===== config.mk =====
export PLATFORM = sky130hd
export DESIGN_NAME = pulse_capture
export DESIGN_NICKNAME = d
export VERILOG_FILES = /design/src/rtl/pulse_capture.sv
export SDC_FILE = /design/constraint.sdc
export NUM_CORES = 1
export LEC_CHECK = 0
export ABC_AREA = 0
export CAP_MARGIN = 15
export CORE_MARGIN = 10
export CORE_UTILIZATION = 62
export CTS_BUF_LIST = sky130_fd_sc_hd__clkbuf_4 sky130_fd_sc_hd__clkbuf_8
export DETAILED_ROUTE_END_ITERATION = 10
export MAX_ROUTING_LAYER = met4
export PLACE_DENSITY = 0.93
export SYNTH_ARGS = -nofsm -noshare
export SYNTH_HDL_FRONTEND = slang
export SYNTH_SLANG_ARGS = --single-unit
export TNS_END_PERCENT = 100

===== constraint.sdc =====
create_clock -name clk -period 2.95 [get_ports clk]
set_clock_uncertainty 0.1 [all_clocks]
set_input_delay 0.59 -clock clk [delete_from_list [all_inputs] [get_ports clk]]
set_output_delay 0.59 -clock clk [all_outputs]
set_load 0.1 [all_outputs]

===== src/rtl/pulse_capture.sv =====
// pulse_capture: input-capture timer for an external digital waveform.
// It measures, in prescaled clock ticks, the time from a rising edge to the
// next falling edge (high_time) and from that rising edge to the next rising
// edge (period). Each completed measurement is offered on a valid/ready
// handshake.
//
// Parameters
//   WIDTH : width of the measurement counter and result outputs
//   DIV   : prescaler bits; one count tick every 2^DIV clk cycles
//
// Ports
//   clk           : system clock
//   rst           : asynchronous active-low reset
//   enable        : measurement enable; low forces IDLE and clears status
//   signal_in     : asynchronous waveform to measure
//   capture_valid : result registers hold an unconsumed measurement
//   capture_ready : consumer accepts the result on a clk edge with valid=1
//   high_time     : ticks from rising edge to falling edge
//   period        : ticks from rising edge to next rising edge
//   overflow      : counter saturated during the reported measurement
//   missed        : sticky; a completed result was dropped while one was pending
//   busy          : a measurement is in progress (MEAS_HIGH or MEAS_LOW)
module pulse_capture #(
    parameter int unsigned WIDTH = 16,
    parameter int unsigned DIV   = 0
) (
    input  logic             clk,
    input  logic             rst,
    input  logic             enable,
    input  logic             signal_in,
    output logic             capture_valid,
    input  logic             capture_ready,
    output logic [WIDTH-1:0] high_time,
    output logic [WIDTH-1:0] period,
    output logic             overflow,
    output logic             missed,
    output logic             busy
);

    // A zero-bit prescaler is not legal, so DIV=0 keeps one constant-zero bit.
    localparam int unsigned PSC_W = (DIV > 0) ? DIV : 1;
    localparam logic [PSC_W-1:0] PSC_LAST = PSC_W'((64'd1 << DIV) - 64'd1);
    localparam logic [WIDTH-1:0] CNT_MAX  = '1;

    typedef enum logic [1:0] {
        IDLE      = 2'd0,
        WAIT_RISE = 2'd1,
        MEAS_HIGH = 2'd2,
        MEAS_LOW  = 2'd3
    } state_e;

    state_e             state_q, state_d;
    logic               sync1_q, sync2_q, prev_q;
    logic [PSC_W-1:0]   psc_q, psc_d;
    logic [WIDTH-1:0]   cnt_q, cnt_d;
    logic               ovf_q, ovf_d;
    logic [WIDTH-1:0]   hi_q, hi_d;
    logic [WIDTH-1:0]   high_time_q, high_time_d;
    logic [WIDTH-1:0]   period_q, period_d;
    logic               overflow_q, overflow_d;
    logic               valid_q, valid_d;
    logic               missed_q, missed_d;
    logic               busy_q, busy_d;

    logic               rise_c, fall_c;
    logic               tick_c, sat_c;
    logic [WIDTH-1:0]   cnt_inc_c;
    logic               ovf_inc_c;
    logic               complete_c;

    // Edge detection on the synchronized signal; runs in every state.
    assign rise_c = sync2_q & ~prev_q;
    assign fall_c = ~sync2_q & prev_q;

    // Registers represent the elapsed cycles minus one since the starting
    // rise, so the incremented value is the count including this cycle.
    assign tick_c    = (psc_q == PSC_LAST);
    assign sat_c     = tick_c && (cnt_q == CNT_MAX);
    assign cnt_inc_c = (tick_c && !sat_c) ? cnt_q + WIDTH'(1) : cnt_q;
    assign ovf_inc_c = ovf_q | sat_c;

    // Next-state, counter and result-handshake logic.
    always_comb begin
        state_d     = state_q;
        psc_d       = psc_q;
        cnt_d       = cnt_q;
        ovf_d       = ovf_q;
        hi_d        = hi_q;
        high_time_d = high_time_q;
        period_d    = period_q;
        overflow_d  = overflow_q;
        valid_d     = valid_q;
        missed_d    = missed_q;
        complete_c  = 1'b0;

        if (!enable) begin
            // Result registers are kept; only status and measurement clear.
            state_d  = IDLE;
            psc_d    = '0;
            cnt_d    = '0;
            ovf_d    = 1'b0;
            valid_d  = 1'b0;
            missed_d = 1'b0;
        end else begin
            if (valid_q && capture_ready) begin
                valid_d = 1'b0;
            end

            case (state_q)
                IDLE: begin
                    state_d = WAIT_RISE;
                end
                WAIT_RISE: begin
                    if (rise_c) begin
                        state_d = MEAS_HIGH;
                        psc_d   = '0;
                        cnt_d   = '0;
                        ovf_d   = 1'b0;
                    end
                end
                MEAS_HIGH: begin
                    psc_d = tick_c ? '0 : psc_q + PSC_W'(1);
                    cnt_d = cnt_inc_c;
                    ovf_d = ovf_inc_c;
                    if (fall_c) begin
                        hi_d    = cnt_inc_c;
                        state_d = MEAS_LOW;
                    end
                end
                MEAS_LOW: begin
                    psc_d = tick_c ? '0 : psc_q + PSC_W'(1);
                    cnt_d = cnt_inc_c;
                    ovf_d = ovf_inc_c;
                    if (rise_c) begin
                        // This rise closes one measurement and opens the next.
                        complete_c = 1'b1;
                        psc_d      = '0;
                        cnt_d      = '0;
                        ovf_d      = 1'b0;
                        state_d    = MEAS_HIGH;
                    end
                end
                default: begin
                    state_d = IDLE;
                end
            endcase

            if (complete_c) begin
                if (!valid_q || capture_ready) begin
                    high_time_d = hi_q;
                    period_d    = cnt_inc_c;
                    overflow_d  = ovf_inc_c;
                    valid_d     = 1'b1;
                end else begin
                    missed_d = 1'b1;
                end
            end
        end

        busy_d = (state_d == MEAS_HIGH) || (state_d == MEAS_LOW);
    end

    // State, synchronizer and output registers.
    always_ff @(posedge clk or negedge rst) begin
        if (!rst) begin
            state_q     <= IDLE;
            sync1_q     <= 1'b0;
            sync2_q     <= 1'b0;
            prev_q      <= 1'b0;
            psc_q       <= '0;
            cnt_q       <= '0;
            ovf_q       <= 1'b0;
            hi_q        <= '0;
            high_time_q <= '0;
            period_q    <= '0;
            overflow_q  <= 1'b0;
            valid_q     <= 1'b0;
            missed_q    <= 1'b0;
            busy_q      <= 1'b0;
        end else begin
            state_q     <= state_d;
            sync1_q     <= signal_in;
            sync2_q     <= sync1_q;
            prev_q      <= sync2_q;
            psc_q       <= psc_d;
            cnt_q       <= cnt_d;
            ovf_q       <= ovf_d;
            hi_q        <= hi_d;
            high_time_q <= high_time_d;
            period_q    <= period_d;
            overflow_q  <= overflow_d;
            valid_q     <= valid_d;
            missed_q    <= missed_d;
            busy_q      <= busy_d;
        end
    end

    assign capture_valid = valid_q;
    assign high_time     = high_time_q;
    assign period        = period_q;
    assign overflow      = overflow_q;
    assign missed        = missed_q;
    assign busy          = busy_q;

endmodule


==> out/metrics.cfg <==
[yosys]
yosysUniqueCellTypes=49
yosysSeqAreaShare_pct=54.41
synth_area_um2=3403
async_reset_ff_share_pct=100.0
synth-edff-count=0
avgSynthCellArea_um2=10.60
synth-seq-cells=74
synth_nets=331
yosysWarnings=0
syn_inst=321
synth_ff_type=dfrtp_1

[final_layout]
layout.nets=371
diodes=0
instances_no_fill=435
synthToLayoutAreaGrowth_pct=15.96
drive_above_1_share_pct=24.66

[sta]
hold_violations=0
worst_pin_slew_ns=0.6895
tns_ns=0
finalCritPeriodShare_pct=78.42
clock.fmax_mhz=432.2
finalMaxSlewViolations=0
max_slew_margin_pct=54.03
rsz0062_at_grt=no
setup_viol=0
period_needed_ns=2.313
holdWs_ns=0.1730

[setup_path]
crit_path_end_kind=flip-flop
cp_slowest_stage_delay_ns=0.49
start_kind=flip-flop
crit_type=flip-flop to flip-flop
cp.required_ns=3.07
worst_path_dominant_cell_family=simple AND/OR/NAND/NOR gates
path_cells=ha_1 -> and4_4 -> nand4_4 -> nand2_1 -> xor2_1 -> o21ai_0
cp_num_buf_inv=0
crit_arrival_ns=2.44
crit_slowest_cell=dfrtp_1
crit_fanout=16

[route]
drt_wl_total_um=7883
vias=2721
ant_nets=0
wl_per_cell_um=18.12
dr.pass1.iters=5
via_per_inst=6.255
drt_iter0_drc=272
drc_errors=0

[floorplan]
core_area_um2=5205
io-pin-count=41
die_h_um=94.09
die_x_um=94.09
die_area_um2=8853
num_rows=26
start_util_pct=65.38

[power]
leakagePower_uw=0.001826
power-per-cell-area_nw_per_um2=476.2
total_power_uw=1879
ir_worst_vdd_uv=297.5

[cts]
postCtsSetupBuffers=0
numClockSinks=74
cts_buffer_depth=2
cts_resized=0
cts_hold_buf=0
htreeDepth=3
clkTransAtPathRegs_ns=0.08
clock_latency_ns=0.35
numCtsBuffers=9
cts_tree=yes
clockRootBuffer=clkbuf_8

[grt]
grt_max_degree=51
grt_pass1_wl_um=13220
grt_overflow=0
grt_usage_pct=19.18
grt_pass1_vias=2672
antenna_found_initial=0

[place]
io_buffers=40
gp_congestion=0.8871
dp.cells=420
dp_hpwl_um=5634

[run]
drv_cap=0

[worst_hold_path]
holdCritPathClass=primary input to async pin

[outcome]
outcome=complete, no violations

-- registers in the layout, indices dropped and copies added, names as in the netlist --
name / flops
cnt_q: 16
hi_q: 16
high_time: 16
period: 16
state_q: 2
busy: 1
capture_valid: 1
missed: 1
overflow: 1
ovf_q: 1
prev_q: 1
sync1_q: 1
sync2_q: 1
-- cell usage after synthesis (all sizes together) (2+ instances only) --
master / count / area (um2)
nand3: 9 / 50.05
o21ai: 49 / 245.2
a21oi: 17 / 88.84
ha: 5 / 62.56
nor4: 2 / 33.78
nor3: 5 / 40.04
mux2i: 2 / 20.02
and3: 4 / 25.02
inv: 5 / 18.76
nand2b: 2 / 20.02
mux2: 16 / 180.2
clkbuf: 6 / 22.52
nor2: 15 / 58.81
xor2: 6 / 52.55
nand4: 10 / 107.6
a32o: 2 / 20.02
and4: 3 / 30.03
buf: 10 / 68.81
o31ai: 4 / 30.03
dfrtp: 74 / 1852
nand2: 56 / 212.7
a31oi: 5 / 31.28
-- per-stage QoR --
step                      instance area [um2]  util (%)  setup slack (ns)
after global routing                     3946     75.82            0.4852
final                                    3946     75.82            0.6365
after floorplan                          3403         -            0.8920
after CTS                                3946     75.82            0.6819
after global placement                   3755     72.14            0.5868
after detailed placement                 3755     72.14            0.5011
-- cells by family after synthesis --
| group | after synthesis | synth area share, % |
|---|---|---|
| AOI/OAI and AO/OA | 84 | 14.56 |
| xor gates and xnor gates | 7 | 1.802 |
| adders and majority gates | 5 | 1.838 |
| buffers and inverters | 21 | 3.235 |
| DFF | 74 | 54.41 |
| muxes | 18 | 5.882 |
| and+or+nand+nor | 112 | 18.27 |
-- report_power, final --
part	internal [uW]	total [uW]	switching, uW
combinational	20.3	80.1	59.8
clock	388	773	385
sequential	1020	1030	5.77
-- worst paths after layout --
check / start / end / slack (ns) / depth (start not counted)
worst max-delay path: cnt_q[0] / period[9] / 0.64 / 6
worst min-delay path: rst / cnt_q[11] / 0.17 / 1
worst max register to register: cnt_q[0] / period[9] / 0.64 / 6
worst min register to register: sync1_q / sync2_q / 0.28 / 0
max in group asynchronous: rst / period[2] / 1.80 / 2
min in group clk: sync1_q / sync2_q / 0.28 / 0
-- metal layers --
| layer | vias to the layer above | track usage (%) | share of wire [%] |
|---|---|---|---|
| met5 | - | - | 0 |
| met4 | 0 | 6.582 | 1.7 |
| met3 | 20 | 5.036 | 7.3 |
| met2 | 130 | 29.72 | 49 |
| met1 | 1341 | 23.78 | 42 |
| li1 | 1230 | - | - |
-- placed cells by master, fill, tap and decap left out, types with 2 or more instances in the layout --
master,synthesis,final
dfrtp_1,74,74
nand2_1,55,55
buf_4,0,40
o21ai_0,38,38
a21oi_1,16,16
mux2_2,16,16
nor2_1,14,14
o21ai_1,11,11
clkbuf_8,0,9
nand3_1,8,8
nand4_1,7,7
xor2_1,6,6
a31oi_1,5,5
ha_1,5,5
inv_1,4,4
and3_1,4,4
o31ai_1,4,4
nand4_4,3,3
nor3_2,3,3
clkdlybuf4s50_1,0,3
nor3_1,2,2
a32o_1,2,2
mux2i_1,2,2
clkinvlp_4,0,2
-- final cells by class --
type                            count  area, um2
Clock buffer                        9      123.9
Tap cell                           70      87.58
Sequential cell                    74       1852
Multi-Input combinational cell    226       1441
Clock inverter                      6      67.56
Inverter                            5      18.77
Fill cell                         341       1259
Timing Repair Buffer               45      355.3
-- worst reg2reg max path, cell delays in order (launching register included) --
cell and delay (ns):
dfrtp_1 0.49, ha_1 0.38, and4_4 0.33, nand4_4 0.26
nand2_1 0.19, xor2_1 0.31, o21ai_0 0.14
Note: power is estimated with default switching activity, not from simulation.
